<file path="src/rtl/mips_pkg.sv">
// Shared loader definitions: state encoding and stream framing constants.
package mips_pkg;

    typedef enum logic [2:0] {
        LEN_HI,
        LEN_LO,
        DATA,
        WRITE,
        CSUM,
        DONE,
        ERROR
    } loader_state_e;

    localparam int WORD_BYTES = 4;  // bytes per instruction word
    localparam int HDR_BYTES  = 2;  // bytes in the word-count header

endpackage

</file>
<file path="src/rtl/word_assembler.sv">
// Big-endian word assembler: first byte of a word lands in [31:24].
// word_full flags the transfer that completes the current word.
module word_assembler
    import mips_pkg::*;
(
    input  logic        clk,
    input  logic        reset,
    input  logic        clr,
    input  logic        shift_en,
    input  logic [7:0]  byte_in,
    output logic [31:0] word,
    output logic        word_full
);

    localparam int IDX_W = $clog2(WORD_BYTES);

    logic [IDX_W-1:0] idx;

    // shift register and byte index; cleared after each write so no stale bytes leak
    always_ff @(posedge clk) begin
        if (reset || clr) begin
            word <= '0;
            idx  <= '0;
        end else if (shift_en) begin
            word <= {word[23:0], byte_in};
            idx  <= idx + 1'b1;
        end
    end

    assign word_full = shift_en && (idx == IDX_W'(WORD_BYTES - 1));

endmodule

</file>
<file path="src/rtl/imem_loader.sv">
// Instruction-memory loader: takes a length-prefixed byte stream, writes one
// word per imem_we pulse and holds the CPU until the image is complete.
// Optional trailing XOR checksum byte: define IMEM_LOADER_CHECKSUM_EN.
module imem_loader
    import mips_pkg::*;
#(
    parameter logic [31:0] BASE_ADDR = 32'h0000_0000,
    parameter int          MAX_WORDS = 256,
    parameter int          CNT_W     = 16
) (
    input  logic        clk_fpga,
    input  logic        reset,
    input  logic        byte_valid,
    input  logic [7:0]  byte_data,
    output logic        byte_ready,
    output logic        imem_we,
    output logic [31:0] imem_addr,
    output logic [31:0] imem_wdata,
    output logic        cpu_hold,
    output logic        done,
    output logic        error
);

`ifdef IMEM_LOADER_CHECKSUM_EN
    localparam loader_state_e END_ST = CSUM;
`else
    localparam loader_state_e END_ST = DONE;
`endif

    loader_state_e    state, state_nx;
    logic [7:0]       cnt_hi;
    logic [15:0]      hdr_cnt;
    logic [CNT_W-1:0] words_left;
    logic             xfer;
    logic             asm_shift;
    logic             asm_clr;
    logic             word_full;
`ifdef IMEM_LOADER_CHECKSUM_EN
    logic [7:0]       csum;
`endif

    // full header count is valid while the low byte is on the bus in LEN_LO
    assign hdr_cnt   = {cnt_hi, byte_data};
    assign xfer      = byte_valid & byte_ready;
    assign asm_shift = xfer && (state == DATA);
    assign asm_clr   = imem_we;

    // state register
    always_ff @(posedge clk_fpga) begin
        if (reset) state <= LEN_HI;
        else       state <= state_nx;
    end

    // next-state: header parse, word collection, single-cycle write, optional check
    always_comb begin
        state_nx = state;
        case (state)
            LEN_HI: if (xfer) state_nx = LEN_LO;
            LEN_LO: begin
                if (xfer) begin
                    if (hdr_cnt == 16'd0)                state_nx = END_ST;
                    else if (int'(hdr_cnt) > MAX_WORDS)  state_nx = ERROR;
                    else                                 state_nx = DATA;
                end
            end
            DATA:   if (word_full) state_nx = WRITE;
            WRITE:  state_nx = (words_left == CNT_W'(1)) ? END_ST : DATA;
`ifdef IMEM_LOADER_CHECKSUM_EN
            CSUM:   if (xfer) state_nx = (byte_data == csum) ? DONE : ERROR;
`endif
            default: state_nx = state;
        endcase
    end

    // handshake and write strobe decoded from state; ready drops during the write cycle
    always_comb begin
        byte_ready = 1'b0;
        imem_we    = 1'b0;
        case (state)
            LEN_HI, LEN_LO, DATA, CSUM: byte_ready = 1'b1;
            WRITE:                      imem_we    = 1'b1;
            default: ;
        endcase
    end

    // header capture, remaining-word count and write address
    always_ff @(posedge clk_fpga) begin
        if (reset) begin
            cnt_hi     <= '0;
            words_left <= '0;
            imem_addr  <= BASE_ADDR;
        end else begin
            if (xfer && state == LEN_HI) cnt_hi <= byte_data;
            if (xfer && state == LEN_LO) words_left <= CNT_W'(hdr_cnt);
            if (state == WRITE) begin
                imem_addr  <= imem_addr + 32'(WORD_BYTES);
                words_left <= words_left - CNT_W'(1);
            end
        end
    end

`ifdef IMEM_LOADER_CHECKSUM_EN
    // running XOR of every stream byte ahead of the checksum byte
    always_ff @(posedge clk_fpga) begin
        if (reset)                        csum <= '0;
        else if (xfer && state != CSUM)   csum <= csum ^ byte_data;
    end
`endif

    // sticky status flags; DONE and ERROR are terminal so these never both rise
    always_ff @(posedge clk_fpga) begin
        if (reset) begin
            done     <= 1'b0;
            error    <= 1'b0;
            cpu_hold <= 1'b1;
        end else begin
            done     <= (state == DONE);
            error    <= (state == ERROR);
            cpu_hold <= (state != DONE);
        end
    end

    word_assembler u_asm (
        .clk       (clk_fpga),
        .reset     (reset),
        .clr       (asm_clr),
        .shift_en  (asm_shift),
        .byte_in   (byte_data),
        .word      (imem_wdata),
        .word_full (word_full)
    );

endmodule

</file>
<file path="config.mk">
export PLATFORM = sky130hd
export DESIGN_NAME = imem_loader
export DESIGN_NICKNAME = d
export VERILOG_FILES = /design/src/rtl/mips_pkg.sv /design/src/rtl/word_assembler.sv /design/src/rtl/imem_loader.sv
export SDC_FILE = /design/constraint.sdc
export NUM_CORES = 1
export LEC_CHECK = 0
export CAP_MARGIN = 20
export CORE_MARGIN = 10
export CORE_UTILIZATION = 50
export CTS_CLUSTER_DIAMETER = 80
export CTS_CLUSTER_SIZE = 40
export DETAILED_ROUTE_END_ITERATION = 8
export PLACE_DENSITY = 0.76
export RECOVER_POWER = 25
export SYNTH_ARGS = -nofsm -noshare
export SYNTH_HDL_FRONTEND = slang
export SYNTH_SLANG_ARGS = --single-unit
</file>
<file path="constraint.sdc">
create_clock -name clk_fpga -period 4.8 [get_ports clk_fpga]
set_clock_uncertainty 0.15 [all_clocks]
set_input_delay 0.96 -clock clk_fpga [delete_from_list [all_inputs] [get_ports clk_fpga]]
set_output_delay 0.96 -clock clk_fpga [all_outputs]
set_load 0.01 [all_outputs]
</file>
==> results of run 1 <==
## registers in the layout, summed over array words and instances (netlist names)
name and flops:
cnt_hi 8, cpu_hold 1, done 1, error 1
imem_addr 30, state 3, u_asm.idx 2, u_asm.word 32
words_left 16
## worst paths after layout
| path | cells past startpoint | end | slack (ns) | startpoint |
|---|---|---|---|---|
| setup / recovery | 4 | imem_we | 1.21 | state[1]$_SDFFE_PP0P_ |
| hold / removal | 2 | u_asm.word[25]$_SDFFE_PP0P_ | 0.31 | u_asm.word[25]$_SDFFE_PP0P_ |
| setup reg to reg | 5 | imem_addr[31]$_SDFFE_PP0P_ | 1.95 | state[1]$_SDFFE_PP0P_ |
| hold reg to reg | 2 | u_asm.word[25]$_SDFFE_PP0P_ | 0.31 | u_asm.word[25]$_SDFFE_PP0P_ |
## report_power, final
group | total [W] | leakage, nW | switching, W | internal (W)
combinational | 0.000180 | 0.942 | 0.000109 | 0.0000705
sequential | 0.000824 | 0.760 | 0.0000256 | 0.000798
clock | 0.000506 | 0.0924 | 0.000306 | 0.000201
## logic make-up (layout without fill, tap and decap cells)
kind of cell	Yosys count	after routing	synth area share
DFF	94	94	0.455
adders and majority gates	4	4	0.0121
xor gates and xnor gates	27	27	0.0571
buffers and inverters	37	106	0.0372
AOI/OAI and AO/OA	99	99	0.142
muxes	2	2	0.00514
other	1	2	0.000906
and+or+nand+nor	258	258	0.291
## final cells by class
class                      instances  area share
clock buffer                       9      0.0241
clock inverter                     7      0.0131
inverter                           7     0.00510
multi-input combinational        392       0.409
sequential                        94       0.365
tap                              105      0.0255
timing repair buffer              83       0.158
## layer usage
layer  up-vias  part of all wire  track usage
li1       1918                 -            -
met1      1747              0.42        0.197
met2       140              0.46        0.263
met3        11             0.097       0.0649
met4         0             0.015       0.0556
met5         -                 0            0
## cells in the mapped netlist, drive strengths merged (2+ instances only)
master   number  area share
nand2       117        0.11
o21a          3      0.0054
nor4          8       0.015
and2          2      0.0030
a2bb2oi       2      0.0042
nor2         56       0.051
nand3b        2      0.0036
dfxtp        94        0.45
nand2b        5      0.0076
nor3b         3      0.0054
a211oi        3      0.0054
a22oi         3      0.0054
o211ai        3      0.0066
a21oi        56       0.068
xor2         20       0.042
nor2b         2      0.0030
or3           7       0.011
buf           3      0.0063
a22o          2      0.0042
nand3         6      0.0073
a32o          2      0.0048
xnor2         7       0.015
or4           4      0.0094
nor3         12       0.015
ha            4       0.012
and3          9       0.014
or2           6      0.0091
o21ai        15       0.018
nand4        15       0.023
inv           7      0.0063
clkbuf       27       0.024
## stage by stage
step	hold slack (ns)	setup WS (ns)
floorplan	0.290	2.57
global placement	0.294	1.68
detailed placement	0.299	1.75
CTS	0.313	1.34
global route	0.331	1.05
finish	0.307	1.21
## critical path, delay by kind of cell, from the launching register on
| family | cells | cell delay (ns) |
|---|---|---|
| buf+inv | 3 | 1.15 |
| flops | 1 | 0.83 |
| simple gates | 1 | 0.13 |
==> reports/metrics.csv, run 1 <==
metric,value,unit
status,finished clean,
post_drt_wl_per_cell,15.0,um
synthFlopType,dfxtp_1,
drive_above_1_share,0.0591,
drt-pass1-iter-count,5,
postCtsHoldBufs,0,
setup-tns-final,0,ns
track_usage,0.165,
synth_edf_count,0,
yosysSeqAreaShare,0.455,
via_per_inst,5.47,
peakVddDrop,0.185,mV
final_common_cell,nand2_1,
cp.arrival,2.48,ns
clock.fmax,0.278,GHz
crit_required,3.69,ns
antenna_found_initial,0,
dp_cells,681,
postLayoutCellArea,5150,um^2
cp_max_fo,27,
min_period,3.59,ns
slowest_delay,0.83,ns
die_x,111,um
area_growth_syn_to_layout,24.4,%
io_pins,80,
synth_cell_type_count,57,
hold_class,flip-flop to flip-flop,
io_buffers,77,
fp.coreArea,8130,um^2
cts_resized,0,
clk_latency,0.36,ns
regArea,1880,um^2
cts.sinks,94,
endpoint_kind,output port,
dpl-instance-area,4980,um^2
slew_violations,0,
tightestPinTransition,1.47,ns
row_count,33,
synth_area,4140,um^2
detail-route-antenna-nets,0,
cap_violations,0,
async_flop_share,0,
grt_pass1_vias,3526,
gp_congestion,0.852,
avgSynthCellArea,7.93,um^2
totalPowerFinal,0.00151,W
powerDensity,293,nW/um^2
finalNetCount,602,
start_kind,flip-flop,
utilization,0.633,
wirelength,10400,um
crit_chain,nand3b_1 -> buf_4 -> inv_1 -> clkdlybuf4s50_1,
dp_hpwl,7450,um
postSynthCellCount,522,
crit_path_top_delay_cell,dfxtp_1,
cts_setup_buffers,0,
fillers,723,
ys_ff_latch,94,
fp.dieH,111,um
drc,0,
multi_input_area,2100,um^2
dieArea,12300,um^2
via_count,3816,
h-tree-depth,3,
hold_violations,0,
initial_core_util,0.509,
yosysWarnings,0,
overflow,0,
layout_common_cells,"nand2_1 (117), dfxtp_1 (94), clkdlybuf4s50_1 (64)",
setup_viol,0,
rsz0062_at_grt,false,
power_leakage,1.79,nW
critPathKind,flip-flop to output port,
slew_headroom,0.0185,
fin_cells,697,
cts.clk_slew.worst_paths,0.10,ns
cts_tree,built,
clockRootBuffer,clkbuf_8,
drt_iter0_drc,231,
cts_buffer_depth,2,
fin_crit_sh,0.749,
grt_max_degree,35,
diodes,0,
grt_pass1_wl,17400,um
cts_buffers,9,
Note: power is estimated with default switching activity, not from simulation.
==> run 2: changes to the inputs <==
- clock period: 4.8 -> 3.55 ns (I/O delays scaled with it)
==> run 2 against run 1 <==
  * The run now ends with max-capacitance violations, max-slew violations left
  * Wire length grew 4.7%
  * Non-clock buffer count rose by 1
  * Worst hold slack got worse by 0.0021 ns
  * Sequential share of layout area hardly changed
  * Total power is 36% higher
  * Global-route usage rose by 0.72 points
  * Largest power group unchanged
==> reports/metrics.csv, run 2 (synthesis results as in run 1) <==
metric,value,unit
clock.fmax,0.359,GHz
dp_hpwl,7740,um
dieArea,12300,um^2
die_x,111,um
largest_reg_flops,32,
r2r_start,state[0]$_SDFFE_PP0P_,
grt_pass1_wl,18100,um
cp.arrival,1.93,ns
row_count,33,
io_pins,80,
cts_tree,built,
critPathKind,flip-flop to output port,
finalNetCount,603,
layout_setup_ws,0.761,ns
setup_viol,0,
postCtsHoldBufs,0,
powerDensity,398,nW/um^2
multi_input_area,2110,um^2
antenna_found_initial,0,
setup-tns-final,0,ns
min_to,u_asm.word[26]$_SDFFE_PP0P_,
switching_power,0.000601,W
fp.dieH,111,um
slowest_delay,0.58,ns
area_growth_syn_to_layout,24.3,%
p_int,0.00145,W
worst-r2r-setup-slack,1.05,ns
initial_core_util,0.509,
crit_path_top_delay_cell,clkdlybuf4s50_1,
gp_congestion,0.919,
drt-pass1-iter-count,5,
crit_family,buffers and inverters,
place_ws,0.895,ns
fillers,696,
path_buf_inv,2,
final_common_cell,nand2_1,
fin_crit_sh,0.786,
cts_setup_buffers,0,
track_usage,0.172,
overflow,0,
crit_required,2.69,ns
met3_wirelength,986,um
hold_violations,0,
regMostFlops,u_asm.word,
r2r_end,imem_addr[17]$_SDFFE_PP0P_,
hold_ws,0.305,ns
dr_wl_met2,5040,um
seqPwrFrac,0.542,
whs_path_depth,2,
slew_headroom,-0.0781,
violations,"max-capacitance violations, max-slew violations",
status,"finished, violations left",
clk_latency,0.36,ns
slew_violations,35,
cts.clk_slew.worst_paths,0.11,ns
critPathLaunch,state[0]$_SDFFE_PP0P_,
fp.coreArea,8130,um^2
min_period,2.79,ns
grt_max_degree,35,
totalPowerFinal,0.00205,W
rsz0062_at_grt,false,
wl_met1,4690,um
post_drt_wl_per_cell,15.7,um
crit_chain,nand3b_1 -> inv_2 -> clkdlybuf4s50_1,
min_from,u_asm.word[26]$_SDFFE_PP0P_,
io_buffers,77,
drive_above_1_share,0.0675,
tightestPinTransition,1.62,ns
peakVddDrop,0.184,mV
hold_class,flip-flop to flip-flop,
grt_pass1_vias,3641,
diodes,0,
start_kind,flip-flop,
cap_violations,1,
wirelength,10900,um
routed.top_layer,met4,
via_count,3869,
cts_resized,0,
drt_iter0_drc,246,
p_clk_frac,0.335,
clockRootBuffer,clkbuf_8,
switching_share,0.293,
via_per_inst,5.54,
drc,0,
detail-route-antenna-nets,0,
crit_cells,3,
cts_buffer_depth,2,
cts_buffers,9,
cts.sinks,94,
combinationalPowerShare,0.123,
regArea,1880,um^2
cp_max_fo,12,
endpoint_kind,output port,
h-tree-depth,3,
power_leakage,1.79,nW
reg_top3,"u_asm.word x32, imem_addr x30, words_left x16",
layout_common_cells,"nand2_1 (117), dfxtp_1 (94), clkdlybuf4s50_1 (66)",
reg2reg_depth,5,
[run 2: cell count changes in the layout (fill, tap and decap cells not counted), sizes merged]
| cell | change |
|---|---|
| buf | +2 |
| clkdlybuf4s50 | +2 |
| dlygate4sd3 | -2 |
| clkinvlp | -1 |
| clkbuf | -1 |
| inv | +1 |
[run 2: how the worst max path moves through the flow]
stage | slack [ns] | to
floorplan | 1.39 | words_left[14]$_SDFFE_PP0P_
global placement | 0.91 | cnt_hi[4]$_SDFFE_PP0P_
detailed placement | 0.90 | cnt_hi[4]$_SDFFE_PP0P_
CTS | 0.77 | imem_we
global route | 0.64 | imem_we
finish | 0.76 | imem_we
[run 2: power groups by stage]
stage	sequential, W	combinational [W]	clock (W)
after floorplan	0.00112	0.000187	0
after global placement	0.00113	0.000246	0
after detailed placement	0.00113	0.000250	0
after CTS	0.00111	0.000251	0.000704
after global routing	0.00111	0.000275	0.000747
final	0.00111	0.000252	0.000687
[run 2: worst register-to-register path: stages, from the launching register on]
cell and delay [ns]:
dfxtp_1 0.57, nand4b_1 0.33, nor4_2 0.80, nand4_1 0.20, xor2_1 0.21, nor2_1 0.06
[run 2: final cells by class]
class / instances / area share
well taps: 105 / 0.0255
clock buffers: 9 / 0.0241
clock inverters: 7 / 0.0126
flip-flops and latches: 94 / 0.366
multi-input cells: 392 / 0.410
repair buffers: 84 / 0.157
inverters: 7 / 0.00511
[run 2: per-stage QoR]
step / area [um^2] / utilization / std cells
after CTS: 5160 / 0.634 / 698
final: 5140 / 0.633 / 698
after floorplan: 4140 / - / 523
after detailed placement: 4970 / 0.611 / 682
after global placement: 4970 / 0.611 / 682
after global routing: 5140 / 0.633 / 698
[run 2: metal layers]
metal,vias to the layer above,global-route usage
li1,1905,-
met3,18,0.0655
met4,0,0.0556
met1,1792,0.206
met2,154,0.278
met5,-,0
